## src/rtl/pc_redirect_unit.sv

```systemverilog
// Fetch-side PC sequencer: owns the fetch PC, steps it on instruction-memory
// completion, redirects on branch/jump with a flush window, and parks on HALT.
module pc_redirect_unit #(
    parameter int                     PC_WIDTH     = 16,
    parameter logic [PC_WIDTH-1:0]    RESET_PC     = '0,
    parameter int                     FLUSH_CYCLES = 2
) (
    input  logic                clk,
    input  logic                rst,
    input  logic                branchEN,
    input  logic [PC_WIDTH-1:0] branch_target,
    input  logic                jump_en,
    input  logic [PC_WIDTH-1:0] jump_target,
    input  logic                stall_in,
    input  logic                halt_in,
    input  logic                imem_done,
    output logic [PC_WIDTH-1:0] pc,
    output logic [PC_WIDTH-1:0] pc_plus2,
    output logic                fetch_req,
    output logic                fetch_valid,
    output logic                flush,
    output logic                halted
);

    typedef enum logic [1:0] {
        FETCH = 2'd0,
        FLUSH = 2'd1,
        HALT  = 2'd2
    } state_t;

    localparam logic [2:0] FLUSH_LOAD = 3'(FLUSH_CYCLES);

    state_t              state, state_next;
    logic [2:0]          flush_cnt, flush_cnt_next;
    logic [PC_WIDTH-1:0] pc_next;
    logic [PC_WIDTH-1:0] target_raw;
    logic [PC_WIDTH-1:0] redirect_target;
    logic                redirect;

    // Jump wins over branch; targets are halfword aligned.
    assign redirect        = jump_en | branchEN;
    assign target_raw      = jump_en ? jump_target : branch_target;
    assign redirect_target = {target_raw[PC_WIDTH-1:1], 1'b0};
    assign pc_plus2        = pc + PC_WIDTH'(2);

    always_ff @(posedge clk or posedge rst) begin
        if (rst) begin
            state     <= FETCH;
            flush_cnt <= 3'd0;
            pc        <= RESET_PC;
        end else begin
            state     <= state_next;
            flush_cnt <= flush_cnt_next;
            pc        <= pc_next;
        end
    end

    always_comb begin
        state_next     = state;
        flush_cnt_next = flush_cnt;
        pc_next        = pc;
        fetch_req      = 1'b0;
        fetch_valid    = 1'b0;
        flush          = 1'b0;
        halted         = 1'b0;

        case (state)
            FETCH: begin
                fetch_req = 1'b1;
                if (redirect) begin
                    flush   = 1'b1;
                    pc_next = redirect_target;
                    if (FLUSH_CYCLES > 0) begin
                        state_next     = FLUSH;
                        flush_cnt_next = FLUSH_LOAD;
                    end
                end else if (stall_in) begin
                    pc_next = pc;
                end else if (imem_done) begin
                    fetch_valid = 1'b1;
                    if (halt_in) state_next = HALT;
                    else         pc_next    = pc_plus2;
                end
            end
            // Inputs here come from squashed instructions and are ignored.
            FLUSH: begin
                flush          = 1'b1;
                flush_cnt_next = flush_cnt - 3'd1;
                if (flush_cnt == 3'd1) state_next = FETCH;
            end
            HALT: begin
                halted = 1'b1;
            end
            default: begin
                state_next = FETCH;
            end
        endcase

        // Combinational outputs must read quiet while reset is held.
        if (rst) begin
            fetch_req   = 1'b0;
            fetch_valid = 1'b0;
            flush       = 1'b0;
            halted      = 1'b0;
        end
    end

endmodule

```

## config.mk

```make
export PLATFORM = sky130hd
export DESIGN_NAME = pc_redirect_unit
export DESIGN_NICKNAME = d
export VERILOG_FILES = /design/src/rtl/pc_redirect_unit.sv
export SDC_FILE = /design/constraint.sdc
export NUM_CORES = 1
export LEC_CHECK = 0
export CAP_MARGIN = 10
export CORE_UTILIZATION = 44
export CTS_CLUSTER_SIZE = 12
export DETAILED_ROUTE_END_ITERATION = 8
export PLACE_DENSITY = 0.91
export SYNTH_ARGS = -nofsm -noshare
export SYNTH_HDL_FRONTEND = slang
export SYNTH_SLANG_ARGS = --single-unit
```

## constraint.sdc

```tcl
create_clock -name clk -period 3.4 [get_ports clk]
set_input_delay 0.34 -clock clk [delete_from_list [all_inputs] [get_ports clk]]
set_output_delay 0.34 -clock clk [all_outputs]
set_load 0.02 [all_outputs]
```

* Word level (Yosys, flattened, before mapping)
Cells that the tools add are included.
Word-level totals: register bits after elaboration 21, bits of input ports 39, output and inout port bits 36, logic and storage cells 48
Cells by class: add/sub/neg operators 2, eq/ne operators 10, muxes and demuxes 25, bitwise gates (word level) 2, reduce and logical (&&, ||, !) cells 6
Operator list (count):
- 16-bit 2-to-1 mux | 5
- 16-bit by 2-bit adder with 16-bit output, second input constant | 1
- 1-bit 2-to-1 mux | 11
- 2-bit 2-to-1 mux | 5
- 3-bit != test, second input constant | 3
- 2-bit one-hot mux with 3 select lines | 1
- 3-bit one-hot mux with 2 select lines | 1
- 5-bit AND reduction | 1
- 2-bit by 1-bit != test with 1-bit output, second input constant | 2
- 2-bit != test, second input constant | 2
- 4-bit AND reduction | 1
- 2-bit nonzero test | 2
- 3-bit by 1-bit equality test with 1-bit output, second input constant | 1
- 3-bit 2-to-1 mux | 1
- 3-bit by 1-bit subtractor with 3-bit output, second input constant | 1
- 2-bit by 1-bit equality test with 1-bit output, second input constant | 1
- 2-bit equality test, second input constant | 1
- 2-bit logical NOT | 1
- 1-bit one-hot mux with 2 select lines | 1
- 2-bit AND reduction | 1
- 1-bit NOT | 1
- 1-bit bitwise OR | 1

* Depth between registers and ports, before layout
Gate-level depths: netlist of run 1.
word-level depth 5, gate-level depth with buffers 7, depth with buffers taken out 5

* Worst setup path before layout of run 1
No wires, ideal clock.
kind flip-flop to output port, start point reg pc[1], end point out pc_plus2[15], arrival time 1867 ps, slack 1193 ps, cell stages (with the launch flop) 5, buffers on the path 0, cell sequence dfrtp_1 ha_1 nand3_4 or4_4 xnor2_1
On the way: cells in the longest elaborated chain, start to end 1
RTL lines:
- from (decl) | RTL line 17 | output logic [PC_WIDTH-1:0] pc,
- from (signal assigned) | RTL line 54 | pc <= pc_next;
- 16-bit by 2-bit adder with 16-bit output | RTL line 44 | assign pc_plus2 = pc + PC_WIDTH'(2);
- to (decl) | RTL line 18 | output logic [PC_WIDTH-1:0] pc_plus2,
No other way between the ends.

* Worst setup path after layout of run 1
Same ends and word-level chain as after synthesis.

==> flow_metrics.env, run 1 <==
export IMPL_status="complete, no violations"
export IMPL_finalWorstSetupSlack_ns=0.4941
export IMPL_crit_fanout=8
export IMPL_clkTransAtPathRegs_ns=0.12
export IMPL_clk_insertion_delay_late_ns=0.31
export IMPL_hold_viol=0
export IMPL_final_period_utilization=0.8547
export IMPL_vias=1636
export IMPL_die_h_um=61.76
export IMPL_wirelength_mm=4.221
export IMPL_r2r_start="pc[1]"
export IMPL_rsz0062_at_grt="false"
export IMPL_postPlaceCellArea_um2=2260
export IMPL_tns_ns=0
export IMPL_worstHoldPathType="reg2reg"
export IMPL_r2r_end="pc[15]"
export IMPL_grt_first_pass_wirelength_mm=6.561
export IMPL_grt_start_max_net_pins=28
export IMPL_yosysTopAreaCell="dfrtp_1"
export IMPL_dpl_hpwl_mm=3.124
export IMPL_postCtsSetupBuffers=0
export IMPL_critical_path_top_delay_family="simple AND/OR/NAND/NOR gates"
export IMPL_gp_congestion=0.7742
export IMPL_reg2reg_setup_slack_ns=1.56
export IMPL_synth_seq_cells=20
export IMPL_fp_dieW_um=61.76
export IMPL_cp_buffers_inverters=1
export IMPL_ys_warn_count=0
export IMPL_slowest_delay_ns=0.61
export IMPL_fin_crit_ns=2.906
export IMPL_antenna_cells=0
export IMPL_boundaryPins=75
export IMPL_post_place_ws_ns=0.7541
export IMPL_grt_busiest_layer="met2"
export IMPL_hold_buffers=0
export IMPL_cp_depth=5
export IMPL_startpoint_type="flop"
export IMPL_grt_pass1_vias=1503
export IMPL_finalSetupViolCount=0
export IMPL_cts_resized=0
export IMPL_row_count=21
export IMPL_powerDensity_nw_per_um2=781.5
export IMPL_cp_slowest_cell="clkdlybuf4s50_1"
export IMPL_drc=0
export IMPL_slew_limit_headroom=0.4668
export IMPL_crit_chain="ha_1, nand3_4, or4_4, xnor2_1, clkdlybuf4s50_1"
export IMPL_p_leak_nw=0.8818
export IMPL_ant_nets=0
export IMPL_cts_buffers=3
export IMPL_synthArstFlopShare=1.000
export IMPL_crit_type="reg2out"
export IMPL_rr_worst_depth=5
export IMPL_synth_area_top_cells="dfrtp_1 32%, xnor2_1 5.0%, o22a_1 4.5%, a21oi_1 3.8%, a31oi_1 3.6%"
export IMPL_layout_nets=284
export IMPL_use_met3=0.04348
export IMPL_slew_violations=0
export IMPL_worstMarginPinSlew_ns=0.7990
export IMPL_drive_gt1_frac=0.06639
export IMPL_grtUsageTotal=0.2348
export IMPL_portBuffers=70
export IMPL_wire_per_inst_um=14.71
export IMPL_cts_root_buf="clkbuf_4"
export IMPL_cts_max_level=1
export IMPL_cts_tree="yes"
export IMPL_vias_per_cell=5.700
export IMPL_drtPass1Iterations=4
export IMPL_use_met1=0.2891
export IMPL_worstSetupStartpoint="pc[1]"
export IMPL_antenna_found_initial=0
export IMPL_cts_num_sinks=20
export IMPL_crit_path_end="pc_plus2[15]"
export IMPL_synth_seq_area_share=0.3185
export IMPL_p_total_w=0.001794
export IMPL_initial_core_util=0.4636
export IMPL_area_delta_synth_final_pct=46.10
export IMPL_required_ns=3.06
export IMPL_cp_arrival_ns=2.57
export IMPL_fmax_ghz=0.3441
export IMPL_core_area_um2=3390
export IMPL_synth_area_um2=1572
export IMPL_syn_inst=179
export IMPL_stdcell_area_um2=2296
export IMPL_synth_ff_type="dfrtp_1"
export IMPL_worst_ir_drop_vdd_mv=0.4015
export IMPL_drt_iter0_markers=62
export IMPL_maxCapViolCount=0
export IMPL_avgSynthCellArea_um2=8.779
export IMPL_grt_overflow=0
export IMPL_dieArea_um2=3814
export IMPL_clockBufferDepth=2
export IMPL_yosysUniqueCellTypes=51
export IMPL_worstSetupEndpointType="primary output"
export IMPL_final_setup_skew_ns=0.002274
export IMPL_grtUsageMet2=0.4163
export IMPL_synth_top_area_share=0.3185
export IMPL_synth_edf_count=0
[how the worst min path moves through the flow]
stage / depth (start not counted) / slack, ns / startpoint / end
6_report: 1 / 0.53 / flush_cnt[0] / flush_cnt[0]
5_1_grt: 1 / 0.55 / flush_cnt[2] / flush_cnt[2]
4_1_cts: 1 / 0.53 / flush_cnt[0] / flush_cnt[0]
3_5_place_dp: 1 / 0.51 / flush_cnt[2] / flush_cnt[2]
3_3_place_gp: 1 / 0.49 / flush_cnt[2] / flush_cnt[2]
2_1_floorplan: 1 / 0.30 / rst / flush_cnt[0]
[cells in the mapped netlist, types with 2 or more instances]
cell and n:
a21oi_1 12, dfrtp_1 20, nor2_1 9, nor2b_1 2, mux2i_1 3, xnor2_1 9, nand3_1 6, a31oi_1 9
nor4_2 2, xor2_1 4, o22ai_1 9, buf_4 3, ha_1 3, nor3_1 5, o21ai_1 2, clkbuf_1 2
o21ai_0 5, nand2b_1 2, o22a_1 8, buf_2 8, inv_1 10, nand3_4 2, a2bb2oi_1 2, o2111ai_1 2
nand2_1 9, nand4_1 3, and3_1 4
[cells by family (layout without fill, tap and decap cells)]
kind of cell,Yosys count,count (layout),share of synthesized area
compound gates,61,61,0.2747
simple gates,53,53,0.2062
buf+inv,24,85,0.07564
flops,20,20,0.3185
xor+xnor,13,13,0.07245
mux,4,4,0.02627
fa+ha+maj,3,3,0.02389
other cells,1,2,0.002386
[cell type report]
| class | count | area, um2 |
|---|---|---|
| clock buffers | 4 | 36.28 |
| fillers | 276 | 1094 |
| inverters | 10 | 37.54 |
| multi-input cells | 136 | 955.9 |
| flip-flops and latches | 20 | 500.5 |
| well taps | 46 | 57.56 |
| repair buffers | 71 | 708.2 |
[registers in the layout, indices dropped and copies added (netlist names)]
signal / flops
state: 2
pc: 15
flush_cnt: 3
[routing by layer]
metal | part of all wire | wire length (um)
met5 | 0 | 0
met4 | 0.012 | 49
met3 | 0.060 | 255
met2 | 0.48 | 2042
met1 | 0.44 | 1874
[worst register-to-register path: cells and delay by family (launching register included)]
family	cells	cell delay (ns)
and+or+nand+nor	2	0.71
adders and majority gates	1	0.29
DFF	1	0.50
AOI/OAI and AO/OA	2	0.29
[cell usage in the layout, fill, tap and decap left out, drive strengths merged, types with 2 or more instances in the layout]
cell type       n
o21ai           8
conb            2
a31oi           9
a2bb2oi         2
a21oi          13
xor2            4
o22a            8
inv            10
and3            4
dfrtp          20
clkbuf          4
nor2b           2
o2111ai         2
mux2i           3
clkdlybuf4s50  70
or2             2
xnor2           9
o22ai           9
nor4            3
nand2           9
nor3            5
nand4           4
nand2b          2
nand3           8
nor2            9
ha              3
[power by group]
part | internal (W) | leakage (nW) | total, W | switching [W]
Sequential | 0.000341 | 0.224 | 0.000535 | 0.000194
Clock | 0.0000654 | 0.0210 | 0.000145 | 0.0000796
Combinational | 0.000553 | 0.637 | 0.00111 | 0.000561
Total | 0.000959 | 0.882 | 0.00179 | 0.000835
[metrics by stage]
step | util | hold slack (ns) | cells
global route | 0.6774 | 0.5474 | 287
CTS | 0.6774 | 0.5322 | 287
detailed placement | 0.6667 | 0.5105 | 283
finish | 0.6774 | 0.5267 | 287
global placement | 0.6667 | 0.4903 | 283
floorplan | - | 0.3038 | 180
(Power assumes the default switching activity.)
==> inputs of run 2 (changes only) <==
Settings changed: CAP_MARGIN 10 to default.
==> results of run 2 <==
Same layout as run 1: the final DEF is identical, and so are final timing and power.
